## config.mk

```make
export PLATFORM = sky130hd
export DESIGN_NAME = alu_op_sequencer_flat
export DESIGN_NICKNAME = d
export VERILOG_FILES = /design/src/rtl/alu_op_sequencer_pkg.sv /design/src/rtl/alu_op_sequencer_if.sv /design/src/rtl/alu_op_sequencer_regfile.sv /design/src/rtl/alu_op_sequencer.sv /design/src/flat_wrapper.sv
export SDC_FILE = /design/constraint.sdc
export NUM_CORES = 1
export LEC_CHECK = 0
export ABC_AREA = 1
export CORE_ASPECT_RATIO = 1.75
export CORE_MARGIN = 3
export CORE_UTILIZATION = 45
export DETAILED_ROUTE_END_ITERATION = 6
export PLACE_DENSITY = 0.71
export SLEW_MARGIN = 0
export SYNTH_ARGS = -nofsm -noshare
export SYNTH_HDL_FRONTEND = slang
export SYNTH_SLANG_ARGS = --single-unit
```

## constraint.sdc

```tcl
create_clock -name clk -period 1.2 [get_ports clk]
set_input_delay 0.36 -clock clk [delete_from_list [all_inputs] [get_ports clk]]
set_output_delay 0.36 -clock clk [all_outputs]
set_load 0.01 [all_outputs]
```

## src/rtl/alu_op_sequencer_pkg.sv

```systemverilog
// Shared definitions for the ALU operand/control sequencer:
// ALUControl encodings and the sequencer state type.
package alu_pkg;

    localparam logic [1:0] ALU_AND = 2'b00;
    localparam logic [1:0] ALU_OR  = 2'b01;
    localparam logic [1:0] ALU_ADD = 2'b10;
    localparam logic [1:0] ALU_SUB = 2'b11;

    typedef enum logic [0:0] {
        IDLE = 1'b0,
        EXEC = 1'b1
    } state_t;

endpackage

```

## src/rtl/alu_op_sequencer_if.sv

```systemverilog
// Command handshake and completion bus between a command source and the
// ALU operand sequencer.
interface alu_op_sequencer_if #(
    parameter int WIDTH  = 8,
    parameter int ADDR_W = 2
);
    logic              cmd_valid;
    logic              cmd_ready;
    logic              cmd_ldi;
    logic [1:0]        cmd_op;
    logic [ADDR_W-1:0] cmd_rd;
    logic [ADDR_W-1:0] cmd_ra;
    logic [ADDR_W-1:0] cmd_rb;
    logic [WIDTH-1:0]  cmd_imm;
    logic              done;
    logic [WIDTH-1:0]  result;
    logic              zero_flag;

    modport master (
        output cmd_valid, cmd_ldi, cmd_op, cmd_rd, cmd_ra, cmd_rb, cmd_imm,
        input  cmd_ready, done, result, zero_flag
    );

    modport slave (
        input  cmd_valid, cmd_ldi, cmd_op, cmd_rd, cmd_ra, cmd_rb, cmd_imm,
        output cmd_ready, done, result, zero_flag
    );
endinterface

```

## src/rtl/alu_op_sequencer_regfile.sv

```systemverilog
// NREGS x WIDTH register file: two operand read ports, one debug read port,
// one synchronous write port, asynchronous active-low clear.
module alu_regfile #(
    parameter int WIDTH  = 8,
    parameter int NREGS  = 4,
    parameter int ADDR_W = 2
) (
    input  logic              clk,
    input  logic              reset_n,
    input  logic              we,
    input  logic [ADDR_W-1:0] waddr,
    input  logic [WIDTH-1:0]  wdata,
    input  logic [ADDR_W-1:0] ra_addr,
    input  logic [ADDR_W-1:0] rb_addr,
    input  logic [ADDR_W-1:0] dbg_addr,
    output logic [WIDTH-1:0]  ra_data,
    output logic [WIDTH-1:0]  rb_data,
    output logic [WIDTH-1:0]  dbg_data
);

    logic [WIDTH-1:0] mem_r [NREGS];

    // Storage: cleared on reset, single write port otherwise.
    always_ff @(posedge clk or negedge reset_n) begin
        if (!reset_n) begin
            for (int i = 0; i < NREGS; i++) begin
                mem_r[i] <= {WIDTH{1'b0}};
            end
        end else if (we) begin
            mem_r[waddr] <= wdata;
        end
    end

    assign ra_data  = mem_r[ra_addr];
    assign rb_data  = mem_r[rb_addr];
    assign dbg_data = mem_r[dbg_addr];

endmodule

```

## src/rtl/alu_op_sequencer.sv

```systemverilog
// Operand/control stage in front of the 8-bit ALU: accepts ALU and
// load-immediate commands, drives registered operands, writes results back.
module alu_op_sequencer
    import alu_pkg::*;
#(
    parameter  int WIDTH  = 8,
    parameter  int NREGS  = 4,
    localparam int ADDR_W = $clog2(NREGS)
) (
    input  logic              clk,
    input  logic              reset_n,
    alu_op_sequencer_if.slave cmd,
    output logic [WIDTH-1:0]  SrcA,
    output logic [WIDTH-1:0]  SrcB,
    output logic [1:0]        ALUControl,
    input  logic [WIDTH-1:0]  ALUResult,
    input  logic              Zero,
    input  logic [ADDR_W-1:0] dbg_addr,
    output logic [WIDTH-1:0]  dbg_data
);

    state_t            state_r;
    state_t            state_s;
    logic              accept_s;
    logic              we_s;
    logic [ADDR_W-1:0] waddr_s;
    logic [WIDTH-1:0]  wdata_s;
    logic              wzero_s;
    logic [ADDR_W-1:0] rd_r;
    logic [WIDTH-1:0]  srca_r;
    logic [WIDTH-1:0]  srcb_r;
    logic [1:0]        aluctl_r;
    logic              done_r;
    logic [WIDTH-1:0]  result_r;
    logic              zero_flag_r;
    logic [WIDTH-1:0]  rdata_a_s;
    logic [WIDTH-1:0]  rdata_b_s;

    assign cmd.cmd_ready = (state_r == IDLE);
    assign accept_s      = cmd.cmd_valid && (state_r == IDLE);

    alu_regfile #(
        .WIDTH  (WIDTH),
        .NREGS  (NREGS),
        .ADDR_W (ADDR_W)
    ) u_regfile (
        .clk      (clk),
        .reset_n  (reset_n),
        .we       (we_s),
        .waddr    (waddr_s),
        .wdata    (wdata_s),
        .ra_addr  (cmd.cmd_ra),
        .rb_addr  (cmd.cmd_rb),
        .dbg_addr (dbg_addr),
        .ra_data  (rdata_a_s),
        .rb_data  (rdata_b_s),
        .dbg_data (dbg_data)
    );

    // Next state and writeback select: LDI writes at its accept edge, ALU ops at the EXEC edge.
    always_comb begin
        state_s = state_r;
        we_s    = 1'b0;
        waddr_s = cmd.cmd_rd;
        wdata_s = cmd.cmd_imm;
        wzero_s = (cmd.cmd_imm == {WIDTH{1'b0}});
        case (state_r)
            IDLE: begin
                if (accept_s) begin
                    if (cmd.cmd_ldi) begin
                        we_s = 1'b1;
                    end else begin
                        state_s = EXEC;
                    end
                end else begin
                    state_s = IDLE;
                end
            end
            EXEC: begin
                we_s    = 1'b1;
                waddr_s = rd_r;
                wdata_s = ALUResult;
                wzero_s = Zero;
                state_s = IDLE;
            end
            default: begin
                state_s = IDLE;
            end
        endcase
    end

    // State, latched operands and completion status.
    always_ff @(posedge clk or negedge reset_n) begin
        if (!reset_n) begin
            state_r     <= IDLE;
            rd_r        <= {ADDR_W{1'b0}};
            srca_r      <= {WIDTH{1'b0}};
            srcb_r      <= {WIDTH{1'b0}};
            aluctl_r    <= 2'b00;
            done_r      <= 1'b0;
            result_r    <= {WIDTH{1'b0}};
            zero_flag_r <= 1'b0;
        end else begin
            state_r <= state_s;
            done_r  <= we_s;
            if (accept_s && !cmd.cmd_ldi) begin
                srca_r   <= rdata_a_s;
                srcb_r   <= rdata_b_s;
                aluctl_r <= cmd.cmd_op;
                rd_r     <= cmd.cmd_rd;
            end
            if (we_s) begin
                result_r    <= wdata_s;
                zero_flag_r <= wzero_s;
            end
        end
    end

    assign SrcA          = srca_r;
    assign SrcB          = srcb_r;
    assign ALUControl    = aluctl_r;
    assign cmd.done      = done_r;
    assign cmd.result    = result_r;
    assign cmd.zero_flag = zero_flag_r;

endmodule

```

## src/flat_wrapper.sv

```systemverilog
// flat-port wrapper written by rule: the top's interface ports become plain ports
module alu_op_sequencer_flat import alu_pkg::*;
#(
    parameter  int WIDTH  = 8,
    parameter  int NREGS  = 4,
    localparam int ADDR_W = $clog2(NREGS)
)
  (clk, reset_n, SrcA, SrcB, ALUControl, ALUResult, Zero, dbg_addr, dbg_data, cmd_cmd_valid, cmd_cmd_ldi, cmd_cmd_op, cmd_cmd_rd, cmd_cmd_ra, cmd_cmd_rb, cmd_cmd_imm, cmd_cmd_ready, cmd_done, cmd_result, cmd_zero_flag);
  alu_op_sequencer_if #(.WIDTH(WIDTH)) cmd_i ();
  input  logic clk;
  input  logic reset_n;
  output logic [WIDTH-1:0] SrcA;
  output logic [WIDTH-1:0] SrcB;
  output logic [1:0] ALUControl;
  input  logic [WIDTH-1:0] ALUResult;
  input  logic Zero;
  input  logic [ADDR_W-1:0] dbg_addr;
  output logic [WIDTH-1:0] dbg_data;
  input wire logic [$bits(cmd_i.cmd_valid)-1:0] cmd_cmd_valid;
  input wire logic [$bits(cmd_i.cmd_ldi)-1:0] cmd_cmd_ldi;
  input wire logic [$bits(cmd_i.cmd_op)-1:0] cmd_cmd_op;
  input wire logic [$bits(cmd_i.cmd_rd)-1:0] cmd_cmd_rd;
  input wire logic [$bits(cmd_i.cmd_ra)-1:0] cmd_cmd_ra;
  input wire logic [$bits(cmd_i.cmd_rb)-1:0] cmd_cmd_rb;
  input wire logic [$bits(cmd_i.cmd_imm)-1:0] cmd_cmd_imm;
  output wire logic [$bits(cmd_i.cmd_ready)-1:0] cmd_cmd_ready;
  output wire logic [$bits(cmd_i.done)-1:0] cmd_done;
  output wire logic [$bits(cmd_i.result)-1:0] cmd_result;
  output wire logic [$bits(cmd_i.zero_flag)-1:0] cmd_zero_flag;
  assign cmd_i.cmd_valid = cmd_cmd_valid;
  assign cmd_i.cmd_ldi = cmd_cmd_ldi;
  assign cmd_i.cmd_op = cmd_cmd_op;
  assign cmd_i.cmd_rd = cmd_cmd_rd;
  assign cmd_i.cmd_ra = cmd_cmd_ra;
  assign cmd_i.cmd_rb = cmd_cmd_rb;
  assign cmd_i.cmd_imm = cmd_cmd_imm;
  assign cmd_cmd_ready = cmd_i.cmd_ready;
  assign cmd_done = cmd_i.done;
  assign cmd_result = cmd_i.result;
  assign cmd_zero_flag = cmd_i.zero_flag;
  alu_op_sequencer #(.WIDTH(WIDTH), .NREGS(NREGS)) u_core (.clk(clk), .reset_n(reset_n), .cmd(cmd_i), .SrcA(SrcA), .SrcB(SrcB), .ALUControl(ALUControl), .ALUResult(ALUResult), .Zero(Zero), .dbg_addr(dbg_addr), .dbg_data(dbg_data));
endmodule
```

Yosys cells after proc, flatten, opt, wreduce, memory -nomap -nowiden
Cells that the tools add are included.
{ "word_totals": {"reg_bits": 63, "inputBits": 31, "out_inout_bits": 37, "word_cells": 48} }
{ "op_classes": {"magnitude_cmp": 5, "n_mux": 21, "bitwise_logic": 5, "reduce_logical": 5} }
{ "op_table": {"columns": ["op", "count"], "rows": [
  ["8-bit 2-to-1 mux", 8],
  ["8-bit binary-select mux with 2-bit select", 3],
  ["32-bit bitwise mux", 1],
  ["8-bit demux with 2-bit select", 1],
  ["3-bit greater-or-equal comparator, second input constant", 4],
  ["2-bit NOT with 3-bit output", 4],
  ["8-bit logical NOT", 1],
  ["1-bit 2-to-1 mux", 5],
  ["1-bit case mux with 2 select lines", 2],
  ["1-bit logical AND", 3],
  ["3-bit by 1-bit < comparator with 1-bit output, second input constant", 1],
  ["2-bit 2-to-1 mux", 1],
  ["1-bit logical NOT", 1],
  ["1-bit NOT", 1]
]} }

Logic depth before layout (Yosys ltp)
{ "depth": {"word_depth": 7, "depth_mapped": 8} }

Hierarchy
Synthesis repeated with hierarchy kept, for this count alone.
{ "unflattened": {"cells_unflattened": 528, "area_unflattened_um2": 3671.0} }
{ "by_module_without_submodules": {"columns": ["module", "n_inst", "cells_each", "area_per_inst_um2", "seq_area_each_um2"], "rows": [
  ["alu_regfile", 1, 359, 2311.0, 800.8],
  ["alu_op_sequencer", 1, 169, 1360.1, 775.7]
]} }

Worst setup path after synthesis
Ideal clock, no wire load.
{ "synth_path": {"path_type": "input port to output port", "start": "in dbg_addr[1]", "end": "out dbg_data[2]", "arrival_ps": 977, "path_slack_ps": -137, "cell_stages": 5, "n_path_buf": 2, "path_cell_list": "clkbuf_1 > buf_2 > a21oi_1 > o21ai_0 > nand2_1"} }
{ "synth_via": {"elab_chain_cells": 4} }
{ "synth_rtl": {"columns": ["element", "line", "text"], "rows": [
  ["from (decl)", "flat_wrapper.sv:17", "input logic [ADDR_W-1:0] dbg_addr;"],
  ["2-bit NOT with 3-bit output (implied by the code)", "alu_op_sequencer_regfile.sv:36", "assign dbg_data = mem_r[dbg_addr];"],
  ["8-bit binary-select mux with 2-bit select", "alu_op_sequencer_regfile.sv:36", null],
  ["8-bit 2-to-1 mux (implied by the code) (2 in series)", "alu_op_sequencer_regfile.sv:36", null],
  ["to (decl)", "flat_wrapper.sv:18", "output logic [WIDTH-1:0] dbg_data;"]
]} }
No other way between the ends. The select of a mux whose other input is x is not followed.

Worst setup path after layout
{ "layout_path": {"start": "reg u_core.u_regfile.mem_r[0] (netlist name)", "end": "out dbg_data[0]"} }
{ "layout_via": {"elab_chain_cells": 3} }
{ "layout_rtl": {"columns": ["element", "line", "text"], "rows": [
  ["from (decl)", "alu_op_sequencer_regfile.sv:21", "logic [WIDTH-1:0] mem_r [NREGS];"],
  ["from (signal, indexed assignment)", "alu_op_sequencer_regfile.sv:27", "mem_r[i] <= {WIDTH{1'b0}};"],
  ["from (signal, indexed assignment)", "alu_op_sequencer_regfile.sv:30", "mem_r[waddr] <= wdata;"],
  ["8-bit binary-select mux with 2-bit select", "alu_op_sequencer_regfile.sv:36", null],
  ["8-bit 2-to-1 mux (implied by the code) (2 in series)", "alu_op_sequencer_regfile.sv:36", null]
]} }
No other way between the ends. The select of a mux whose other input is x is not followed.

==> run_results.csv <==
group,metric,value,unit
floorplanning,die_area,0.00915,mm²
power_and_ir_drop,p_leak,3.33,nW
clock_tree,clock_latency,0.34,ns
grt,grt_max_degree,40,
sta,max_freq,643,MHz
critical_path,crit_path_start,"u_core.u_regfile.mem_r[0]",
grt,grt_pass1_wl,21800,µm
sta,min_period,1.56,ns
synthesis,synth_top_area_cell,"dfrtp_1",
placed_design,place_ws,-0.987,ns
clock_tree,clockBufferDepth,2,
critical_path,r2r_start,"u_core.state_r",
sta,rsz0062_at_grt,"yes",
clock_tree,cts_tree,"yes",
placed_design,gp_congestion,0.855,
clock_tree,cts_buffers,9,
grt,antenna_found_initial,0,
floorplanning,die_x,73.6,µm
synthesis,async_reset_ff_frac,1.00,
critical_path,critPathCaptureType,"output port",
sta,relSlewSlack,0.795,
synthesis,synthMostInstantiatedCell,"nand2_1",
detailed_routing,drt-initial-drc-count,571,
sta,setup_viol,95,
clock_tree,cts-root-buf,"clkbuf_16",
sta,fin_tns_setup,-12.70,ns
critical_path,ff2ff_setup_slack,-0.22,ns
finish,nets,727,
sta,hold_viol_final,1,
sta,drv_slew,0,
sta,hold_slack,-0.000209,ns
floorplanning,core,0.00767,mm²
critical_path,required,0.84,ns
critical_path,regToRegEndpoint,"u_core.SrcA[1]",
floorplanning,die_h,124,µm
floorplanning,ios,68,
finish,register_area,0.00158,mm²
detailed_routing,num_vias,4518,
floorplanning,rows,42,
clock_tree,h-tree-depth,3,
synthesis,syn_nets,541,
placed_design,place_hpwl,7960,µm
finish,num_antenna_cells,0,
flow_run,cap_violations,0,
synthesis,synth-edff-count,0,
synthesis,synthesis.area,0.00360,mm²
floorplanning,start_util,0.469,
finish,nFillCells,469,
critical_path,worstPathArrival,1.20,ns
run_status,outcome,"finished with violations",
hold_path,hp-class,"input pin to asynchronous set/reset pin",
synthesis,synth_warnings,0,
critical_path,path_max_fanout,2,
sta,skew,0.00972,ns
finish,drive_gt1_frac,0.427,
synthesis,synth-main-ff-cell,"dfrtp_1",
detailed_routing,route.detailed.drc,3,
clock_tree,cts_sinks,63,
finish,area_delta_synth_final,74.0,%
detailed_routing,ant_nets,0,
synthesis,synth-seq-area-share,0.438,
synthesis,syn_area_per_cell,7.06,µm²
grt,grt_pass1_vias,4504,
detailed_routing,drt_wl_total,15100,µm
placed_design,io_buffers,67,
synthesis,yosysTopAreaCellShare,0.438,
critical_path,r2r_cells,8,
synthesis,netlist_top_cells_area,"dfrtp_1, nand2_1, nand4_1, nand3_1, inv_1",
grt,track_usage,0.310,
sta,finalWorstSetupSlack,-0.355,ns
sta,post-route-period-util,1.30,
power_and_ir_drop,powerDensity,1630,mW/mm²
synthesis,syn_inst,510,
grt,grt-ovfl-total,0,
clock_tree,hold_buffers,0,
critical_path,cp-start-kind,"flop",
power_and_ir_drop,ir_drop,2.03,mV
sta,worst_pin_slew,0.307,ns
finish,multi_input_area,0.00215,mm²
clock_tree,clkTransAtPathRegs,0.06,ns
critical_path,crit_type,"flop to output port",
synthesis,synth_cell_types,22,
detailed_routing,post_drt_via_cell_ratio,5.73,
synthesis,synth.top_cells.by_count,"nand2_1, dfrtp_1, inv_1, nand3_1, nand4_1",
detailed_routing,wl_per_cell,19.2,µm
run_status,violations,"design-rule violations, negative hold slack, negative setup slack",
synthesis,ys_ff_latch,63,
detailed_routing,first_pass_iters,7,
==> worst max-delay path by stage <==
stage,cells after the start,end
after floorplan,5,dbg_data[2]
after global placement,6,dbg_data[6]
after detailed placement,6,dbg_data[6]
after CTS,5,dbg_data[3]
after global routing,5,dbg_data[0]
final,5,dbg_data[0]
==> cell families after synthesis <==
group	Yosys count	share of synthesized area
AND/OR/NAND/NOR	343	0.414
flip-flops	63	0.438
buffers and inverters	70	0.0928
AO/OA/AOI/OAI	34	0.0556
==> cell usage in the layout, fill, tap and decap left out, types with 2 or more instances in the layout <==
master	Yosys	routed
o21ai_1	1	9
nand3_2	4	2
a21oi_2	0	5
clkbuf_16	0	11
a31oi_1	8	7
nand4_1	32	32
inv_2	0	15
bufinv_16	0	3
nand3_1	34	32
buf_16	0	4
o211ai_1	8	8
clkinvlp_4	0	3
nand2_4	3	17
dlygate4sd2_1	0	4
inv_1	41	26
buf_4	11	94
inv_8	0	2
buf_8	0	3
nand2_1	251	190
nor2_1	11	3
buf_2	8	32
a21oi_1	8	3
dfrtp_1	63	63
nand2_2	5	47
nor2_4	0	8
inv_12	0	2
buf_12	0	13
nand2_8	0	7
clkdlybuf4s50_1	0	22
buf_6	2	21
nand3_4	0	4
==> flip-flops by register name (all words and copies together) (netlist names) <==
name / count
u_core.cmd.result: 8
u_core.cmd.done: 1
u_core.state_r: 1
u_core.ALUControl: 2
u_core.SrcA: 8
u_core.rd_r: 2
u_core.cmd.zero_flag: 1
u_core.u_regfile.mem_r: 32
u_core.SrcB: 8
==> critical path, stage by stage, from the launching register on <==
cell and delay (ns):
dfrtp_1 0.41, inv_2 0.10, nand2_1 0.06, o211ai_1 0.08
nand2_1 0.07, buf_2 0.14
==> area by class of cell <==
type | instances | share of cell area
clock inverters | 7 | 0.0194
flip-flops and latches | 63 | 0.252
repair buffers | 197 | 0.298
well taps | 88 | 0.0176
multi-input cells | 379 | 0.343
clock buffers | 9 | 0.0359
inverters | 43 | 0.0281
repair inverters | 3 | 0.00619
==> power by group <==
group / internal (mW) / total [mW] / switching (mW)
combinational: 2.04 / 4.12 / 2.08
clock: 2.03 / 3.06 / 1.03
sequential: 2.64 / 3.03 / 0.393
total: 6.71 / 10.2 / 3.50
==> per-stage QoR <==
step	power (mW)	utilization	instances	hold slack, ns	area [µm²]
6_report	10.2	0.817	789	-0.000209	6270
5_1_grt	10.6	0.817	789	0.0144	6270
4_1_cts	9.51	0.770	768	0.00478	5910
3_5_place_dp	5.95	0.632	710	0.357	4850
3_3_place_gp	5.89	0.632	710	0.359	4850
2_1_floorplan	4.33	-	510	0.0644	3620
==> what timing repair did <==
| item | 4_1_cts | 5_1_grt |
|---|---|---|
| gates cloned | 13 | 3 |
| pin swaps | 54 | 54 |
| setup endpoints to repair | 98 | 100 |
| resized for setup | 294 | 60 |
| buffers inserted | 33 | 23 |
==> per-layer routing <==
metal | global-route usage | share of wire | up-vias
met5 | 0 | 0 | -
met4 | 0.207 | 0.070 | 0
met3 | 0.0574 | 0.060 | 88
met2 | 0.564 | 0.55 | 271
met1 | 0.298 | 0.32 | 2141
li1 | - | - | 2018
(Power assumes the default switching activity.)
